File: src/rtl/led_matrix_scan.sv
// -----------------------------------------------------------------------------
// led_matrix_scan
//
// Display stage that row-scans an 8-row x 4-column RGB LED matrix. The four
// 24-bit column colour words are snapshotted into a 96-bit shadow once per
// frame (LOAD cycle). Rows 0..7 are then driven in order for ROW_TICKS cycles
// each. Because the drivers only ever read the shadow, a mid-frame change of
// the column inputs never tears the picture.
//
// Optional feature (compile-time macro SCAN_BLANK_EN):
//   When defined, every row is followed by BLANK_TICKS cycles with all drivers
//   off (including after row 7, before the next LOAD). row_idx holds the row
//   just driven during the blank and advances on the BLANK->DRIVE transition.
//   When undefined, rows follow each other directly and BLANK_TICKS only sizes
//   the tick counter.
//
// Ports
//   CLK_50M      in   1   system clock (50 MHz)
//   RST          in   1   synchronous, active-high reset (priority over scan_en)
//   scan_en      in   1   1 = scanning runs, 0 = display dark (state -> IDLE)
//   column_0..3  in   24  colour words; row r of column c = column_c[23-3r -: 3]
//                         bit2 = R, bit1 = G, bit0 = B
//   row_sel      out  8   one-hot, active-high row enable (bit r = row r)
//   red          out  4   red column drive   (bit c = column c)
//   green        out  4   green column drive (bit c = column c)
//   blue         out  4   blue column drive  (bit c = column c)
//   row_idx      out  3   row currently scanned
//   frame_start  out  1   one-cycle pulse during the LOAD cycle
//
// All outputs are registered. They are computed from the next state, so
// row_sel and the colour drives change together on the same clock edge.
// -----------------------------------------------------------------------------
module led_matrix_scan #(
  parameter int ROW_TICKS   = 50000,
  parameter int BLANK_TICKS = 500
) (
  input  logic        CLK_50M,
  input  logic        RST,
  input  logic        scan_en,
  input  logic [23:0] column_0,
  input  logic [23:0] column_1,
  input  logic [23:0] column_2,
  input  logic [23:0] column_3,
  output logic [7:0]  row_sel,
  output logic [3:0]  red,
  output logic [3:0]  green,
  output logic [3:0]  blue,
  output logic [2:0]  row_idx,
  output logic        frame_start
);

  localparam int MAX_TICKS = (ROW_TICKS > BLANK_TICKS) ? ROW_TICKS : BLANK_TICKS;
  localparam int TICK_W    = $clog2(MAX_TICKS + 1);

  localparam logic [TICK_W-1:0] TICK_ONE = TICK_W'(1);
  localparam logic [TICK_W-1:0] ROW_LAST = TICK_W'(ROW_TICKS - 1);
`ifdef SCAN_BLANK_EN
  localparam logic [TICK_W-1:0] BLANK_LAST = TICK_W'(BLANK_TICKS - 1);
`endif

  typedef enum logic [1:0] {
    ST_IDLE  = 2'd0,
    ST_LOAD  = 2'd1,
`ifdef SCAN_BLANK_EN
    ST_DRIVE = 2'd2,
    ST_BLANK = 2'd3
`else
    ST_DRIVE = 2'd2
`endif
  } state_t;

  state_t              state_r;
  state_t              state_s;
  logic [TICK_W-1:0]   tick_r;
  logic [TICK_W-1:0]   tick_s;
  logic [2:0]          row_s;
  logic [95:0]         shadow_r;
  logic [95:0]         shadow_s;

  logic [7:0]          row_sel_s;
  logic [3:0]          red_s;
  logic [3:0]          green_s;
  logic [3:0]          blue_s;
  logic                frame_start_s;

  // Extract the 3-bit RGB triple of one row from a 24-bit column word.
  // Row 0 sits in the top bits, row 7 in the bottom bits.
  function automatic logic [2:0] row_rgb(input logic [23:0] word, input logic [2:0] row);
    logic [2:0] rgb;
    rgb = 3'b000;
    case (row)
      3'd0:    rgb = word[23:21];
      3'd1:    rgb = word[20:18];
      3'd2:    rgb = word[17:15];
      3'd3:    rgb = word[14:12];
      3'd4:    rgb = word[11:9];
      3'd5:    rgb = word[8:6];
      3'd6:    rgb = word[5:3];
      3'd7:    rgb = word[2:0];
      default: rgb = 3'b000;
    endcase
    return rgb;
  endfunction

  // Next-state logic: scan sequencing, tick counting, row advance, shadow capture.
  always_comb begin
    state_s  = state_r;
    tick_s   = tick_r + TICK_ONE;
    row_s    = row_idx;
    shadow_s = shadow_r;
    if (!scan_en) begin
      // Dark display; the shadow is kept but will be re-captured before use.
      state_s = ST_IDLE;
      tick_s  = '0;
      row_s   = 3'd0;
    end else begin
      case (state_r)
        ST_IDLE: begin
          state_s = ST_LOAD;
          tick_s  = '0;
          row_s   = 3'd0;
        end
        ST_LOAD: begin
          shadow_s = {column_3, column_2, column_1, column_0};
          state_s  = ST_DRIVE;
          tick_s   = '0;
          row_s    = 3'd0;
        end
        ST_DRIVE: begin
          if (tick_r == ROW_LAST) begin
            tick_s = '0;
`ifdef SCAN_BLANK_EN
            state_s = ST_BLANK;
`else
            if (row_idx == 3'd7) begin
              state_s = ST_LOAD;
              row_s   = 3'd0;
            end else begin
              state_s = ST_DRIVE;
              row_s   = row_idx + 3'd1;
            end
`endif
          end else begin
            state_s = ST_DRIVE;
          end
        end
`ifdef SCAN_BLANK_EN
        ST_BLANK: begin
          if (tick_r == BLANK_LAST) begin
            tick_s = '0;
            if (row_idx == 3'd7) begin
              state_s = ST_LOAD;
              row_s   = 3'd0;
            end else begin
              state_s = ST_DRIVE;
              row_s   = row_idx + 3'd1;
            end
          end else begin
            state_s = ST_BLANK;
          end
        end
`endif
        default: begin
          state_s = ST_IDLE;
          tick_s  = '0;
          row_s   = 3'd0;
        end
      endcase
    end
  end

  // Output decode from the next state so drives and row enable update together.
  always_comb begin
    row_sel_s     = 8'd0;
    red_s         = 4'd0;
    green_s       = 4'd0;
    blue_s        = 4'd0;
    frame_start_s = (state_s == ST_LOAD);
    if (state_s == ST_DRIVE) begin
      row_sel_s = 8'd1 << row_s;
      for (int c = 0; c < 4; c++) begin
        {red_s[c], green_s[c], blue_s[c]} = row_rgb(shadow_s[c*24 +: 24], row_s);
      end
    end else begin
      row_sel_s = 8'd0;
      red_s     = 4'd0;
      green_s   = 4'd0;
      blue_s    = 4'd0;
    end
  end

  // State, counter, shadow and registered outputs; RST overrides everything.
  always_ff @(posedge CLK_50M) begin
    if (RST) begin
      state_r     <= ST_IDLE;
      tick_r      <= '0;
      shadow_r    <= 96'd0;
      row_idx     <= 3'd0;
      row_sel     <= 8'd0;
      red         <= 4'd0;
      green       <= 4'd0;
      blue        <= 4'd0;
      frame_start <= 1'b0;
    end else begin
      state_r     <= state_s;
      tick_r      <= tick_s;
      shadow_r    <= shadow_s;
      row_idx     <= row_s;
      row_sel     <= row_sel_s;
      red         <= red_s;
      green       <= green_s;
      blue        <= blue_s;
      frame_start <= frame_start_s;
    end
  end

endmodule

File: config.mk
export PLATFORM = sky130hd
export DESIGN_NAME = led_matrix_scan
export DESIGN_NICKNAME = d
export VERILOG_FILES = /design/src/rtl/led_matrix_scan.sv
export SDC_FILE = /design/constraint.sdc
export NUM_CORES = 1
export LEC_CHECK = 0
export BUFFER_PORTS_ARGS = -buffer_cell sky130_fd_sc_hd__buf_2
export CORE_ASPECT_RATIO = 1.2
export CORE_MARGIN = 8
export CORE_UTILIZATION = 58
export DETAILED_ROUTE_END_ITERATION = 10
export MAX_ROUTING_LAYER = met4
export PLACE_DENSITY = 0.84
export SETUP_SLACK_MARGIN = 0.15
export SLEW_MARGIN = 15
export SYNTH_ARGS = -nofsm -noshare
export SYNTH_HDL_FRONTEND = slang
export SYNTH_SLANG_ARGS = --single-unit
export TNS_END_PERCENT = 5
File: constraint.sdc
create_clock -name CLK_50M -period 5.73 [get_ports CLK_50M]
set_clock_uncertainty 0.2 [all_clocks]
set_input_delay 0.8595 -clock CLK_50M [delete_from_list [all_inputs] [get_ports CLK_50M]]
set_output_delay 0.8595 -clock CLK_50M [all_outputs]
set_load 0.005 [all_outputs]
==> Implementation_results.wiki <==
{| class="wikitable"
! Metric !! Value
|-
| Row Count || 39
|-
| Cell taking the most area after synthesis || sky130_fd_sc_hd__dfxtp_1
|-
| Number of antenna violations at the first check in global routing || 0
|-
| Period Utilization, post-route || 55.86%
|-
| Post-CTS setup-driven buffer insertion count || 0
|-
| Endpoint class of the critical path || flop
|-
| Library cell used as clock root buffer || sky130_fd_sc_hd__clkbuf_16
|-
| Data arrival time of the worst path || 3.23 ns
|-
| Proportion of netlist area held by the largest area contributor || 49.00%
|-
| Remaining max-slew budget at the tightest pin || a little under a fifth
|-
| CP peak stage delay || 0.92 ns
|-
| Initial standard-cell utilization of the core || approximately 59%
|-
| Yosys warning total || 0
|-
| Chip height || 124 um
|-
| Required arrival time at the worst endpoint || approximately 5.8 ns
|-
| CTS sink cnt || roughly 140
|-
| Crit Path Class || flop to flop
|-
| GRT Total Usage || 24.36%
|-
| Synth cell types || 46
|-
| Simple-gate area share of the yosys netlist || 17.00%
|-
| Count of mapped cells out of synthesis || 566
|-
| CTS tree || yes
|-
| Proportion of layout cells with a drive suffix above 1 || 25.11%
|-
| Setup repair after global routing missed its margin || no
|-
| Leading cell types by total area after synthesis || sky130_fd_sc_hd__dfxtp_1, sky130_fd_sc_hd__mux2i_1, sky130_fd_sc_hd__nor2_1
|-
| Total leakage power || 3.332 nW
|-
| Max Cap Viol || 0
|-
| Number of H-tree branching levels || 4
|-
| Worst Setup Start Kind || flop
|-
| FILL cells || approximately 670
|-
| Final core utilization || 71.57%
|-
| Number of I/O port buffers || ~120
|-
| Clock Tree Buf Depth || 2
|-
| Number of global-route vias before repair || 4933
|-
| Top-Level Pins || around 120
|-
| Post-synthesis register bit count || between 100 and 150
|-
| Hold bufs inserted after CTS || 0
|-
| Post-synthesis mux area share || between 10% and 20%
|-
| Count of nets left with antenna violations after detail routing || 0
|-
| Critical-path maximum fanout || 21
|-
| Final routed wirelength across all metal layers || ~15000 um
|-
| Met1 layer usage reported by global route || around a quarter
|-
| Routed wirelength normalized by instance count || 19.06 um
|-
| Placed wire-length estimate || slightly above 10000 um
|-
| Area of the multi-input gates || ~0.0027 mm^2
|-
| Number of nets in the layout || roughly 770
|-
| Ys flop type || sky130_fd_sc_hd__dfxtp_1
|-
| Synthesis-to-layout area growth || 20.79%
|-
| Most frequently used cell type in the post-synthesis netlist || sky130_fd_sc_hd__dfxtp_1
|-
| Pwr per Cell Area || 320.0 mW/mm^2
|-
| Nets in the synthesized netlist || 668
|-
| Maximum resistive drop on vdd || 0.2154 mV
|-
| Area inside the core boundary || about 0.0095 mm^2
|-
| Drt via density || 5.979
|-
| Maximum number of pins on one net before global-route repair || 100
|-
| Overflow left after global routing || 0
|-
| Standard cell with the maximum stage delay on the critical path || sky130_fd_sc_hd__o21ai_2
|-
| Worst-path cell chain || ha_1 -> and3_1 -> nand4_2 -> o21ai_1 -> nor2_1 -> o21ai_2 -> a21oi_1
|-
| Peak-usage layer in the global routing report || met2
|-
| X dimension of the die || around 110 um
|-
| Adder and majority cell fraction of the synthesized area || 0.6658%
|-
| Latest clock arrival within the worst-skew pair || 0.42 ns
|-
| Met2 Use GR || a little over 40%
|-
| Part of the Yosys area used for sequential elements || between 40 and 50%
|-
| Sum of internal, switching and leakage power || 0.002180 W
|-
| CTS-repair resized insts || 0
|-
| Remaining DRCs || 0
|-
| Post-synth EDFFs || 0
|-
| List of most frequent post-synthesis cells || sky130_fd_sc_hd__dfxtp_1, sky130_fd_sc_hd__nor2_1, sky130_fd_sc_hd__mux2i_1, sky130_fd_sc_hd__o22ai_1, sky130_fd_sc_hd__clkbuf_1
|-
| Compound-cell area share of the yosys netlist || 8.123%
|-
| Average footprint of a synthesized cell || 9.961 um^2
|-
| Fraction of registers with async set/reset || 0%
|-
| Total negative setup slack || 0 ns
|-
| Diodes inserted || 0
|-
| Initial DRT Pass Iterations || 5
|-
| Global-route wire length before repair || 24430 um
|-
| Floorplan die area || 0.01314 mm^2
|-
| Run status || finished clean
|-
| Final count of negative-setup-slack endpoints || 0
|-
| Final hold violation count || 0
|-
| Clock-pin transition on the worst setup and hold timing paths || ~0.050 ns
|-
| Max Clock Freq || 312.4 MHz
|-
| Number of design-rule violations left by the first detailed-router iteration || approximately 380
|-
| Parity-gate share of the synthesized area counting xor and xnor cells || 1.864%
|-
| DR vias || 4831
|-
| Area taken by flip-flops and latches || 0.002763 mm^2
|-
| Final Max Slew Viols || 0
|-
| Setup slack, reg-to-reg || 2.53 ns
|-
| Type of the most critical hold path || flop to flop
|-
| Main combinational cell family by area after synthesis || multiplexers
|-
| Cell area after technology mapping || 0.005638 mm^2
|-
| Fraction of met3 tracks used by global routing || 7.453%
|-
| Number of buffers inserted during clock tree synthesis || 17
|-
| Final weighted congestion in routability-driven placement || 0.9216
|-
| Minimum period implied by the final worst setup slack || 3.201 ns
|-
| Transition time of the tightest slew-check pin || 1.218 ns
|}
## flip-flops by register name (all words and copies together), names as in the netlist
register and count:
blue 4, red 4, tick_r 16, row_sel 8
shadow_r 96, green 4, frame_start 1, state_r 2
row_idx 3
## worst max-delay path: cells and delay by family, from the launching register on
| kind | cells | cell delay, ns |
|---|---|---|
| flops | 1 | 0.35 |
| compound gates | 3 | 1.42 |
| fa+ha+maj | 1 | 0.21 |
| simple gates | 3 | 0.82 |
## per-layer routing
| layer | part of all wire, % | wire, um | vias up |
|---|---|---|---|
| met2 | 50 | 7681 | 236 |
| met4 | 4.5 | 688 | 0 |
| met1 | 38 | 5785 | 2316 |
| met5 | 0 | 0 | - |
| met3 | 8.1 | 1245 | 65 |
| li1 | - | - | 2214 |
## logic make-up (layout without fill, tap and decap cells)
family	after synthesis	after routing
XOR/XNOR	12	12
adder cells (fa/ha/maj)	3	3
multiplexers	106	106
buffers and inverters	43	162
AO/OA/AOI/OAI	65	65
AND/OR/NAND/NOR	199	199
flip-flops	138	138
## report_power, final
part / internal (W) / switching [W] / total (W)
Sequential: 0.000983 / 0.00000759 / 0.000991
Clock: 0.000672 / 0.000389 / 0.00106
Combinational: 0.0000575 / 0.0000703 / 0.000128
## metrics by stage
| stage | instances | worst slack, ns | cell area (um^2) | hold slack, ns |
|---|---|---|---|---|
| final | 808 | 2.529 | 6810 | 0.2542 |
| after global routing | 808 | 2.344 | 6810 | 0.2991 |
| after CTS | 808 | 2.540 | 6810 | 0.2627 |
| after detailed placement | 776 | 2.243 | 6235 | 0.2505 |
| after global placement | 776 | 2.348 | 6235 | 0.2235 |
| after floorplan | 566 | 3.189 | 5638 | 0.2132 |
## layout make-up
cell class                      count  share of cell area [%]
Tap cell                          123                   2.260
Inverter                            3                  0.1654
Timing Repair Buffer              127                   9.517
Sequential cell                   138                   40.57
Clock buffer                       25                   7.128
Multi-Input combinational cell    385                   39.04
Clock inverter                      7                   1.323
## final timing paths
check / cells past startpoint / start / to
min reg2reg: 1 / tick_r[0] / tick_r[0]
max reg2reg: 7 / tick_r[0] / row_sel[0]
min: 1 / tick_r[0] / tick_r[0]
max: 7 / tick_r[0] / row_sel[0]
## layout by cell type (no fill, tap or decap), types with 4 or more instances in the layout
cell type	instances
sky130_fd_sc_hd__buf_2	122
sky130_fd_sc_hd__nor4_1	8
sky130_fd_sc_hd__nand3_1	5
sky130_fd_sc_hd__and3_1	7
sky130_fd_sc_hd__nor2_1	131
sky130_fd_sc_hd__o22ai_1	36
sky130_fd_sc_hd__clkbuf_1	5
sky130_fd_sc_hd__a211oi_1	7
sky130_fd_sc_hd__clkbuf_16	17
sky130_fd_sc_hd__a221oi_2	5
sky130_fd_sc_hd__xor2_1	6
sky130_fd_sc_hd__nor3_1	13
sky130_fd_sc_hd__buf_4	5
sky130_fd_sc_hd__nand4b_1	4
sky130_fd_sc_hd__xnor2_1	6
sky130_fd_sc_hd__a31oi_1	7
sky130_fd_sc_hd__dfxtp_1	138
sky130_fd_sc_hd__a21oi_1	4
sky130_fd_sc_hd__mux2i_1	101
No activity file was read; power rests on OpenSTA's default activity.
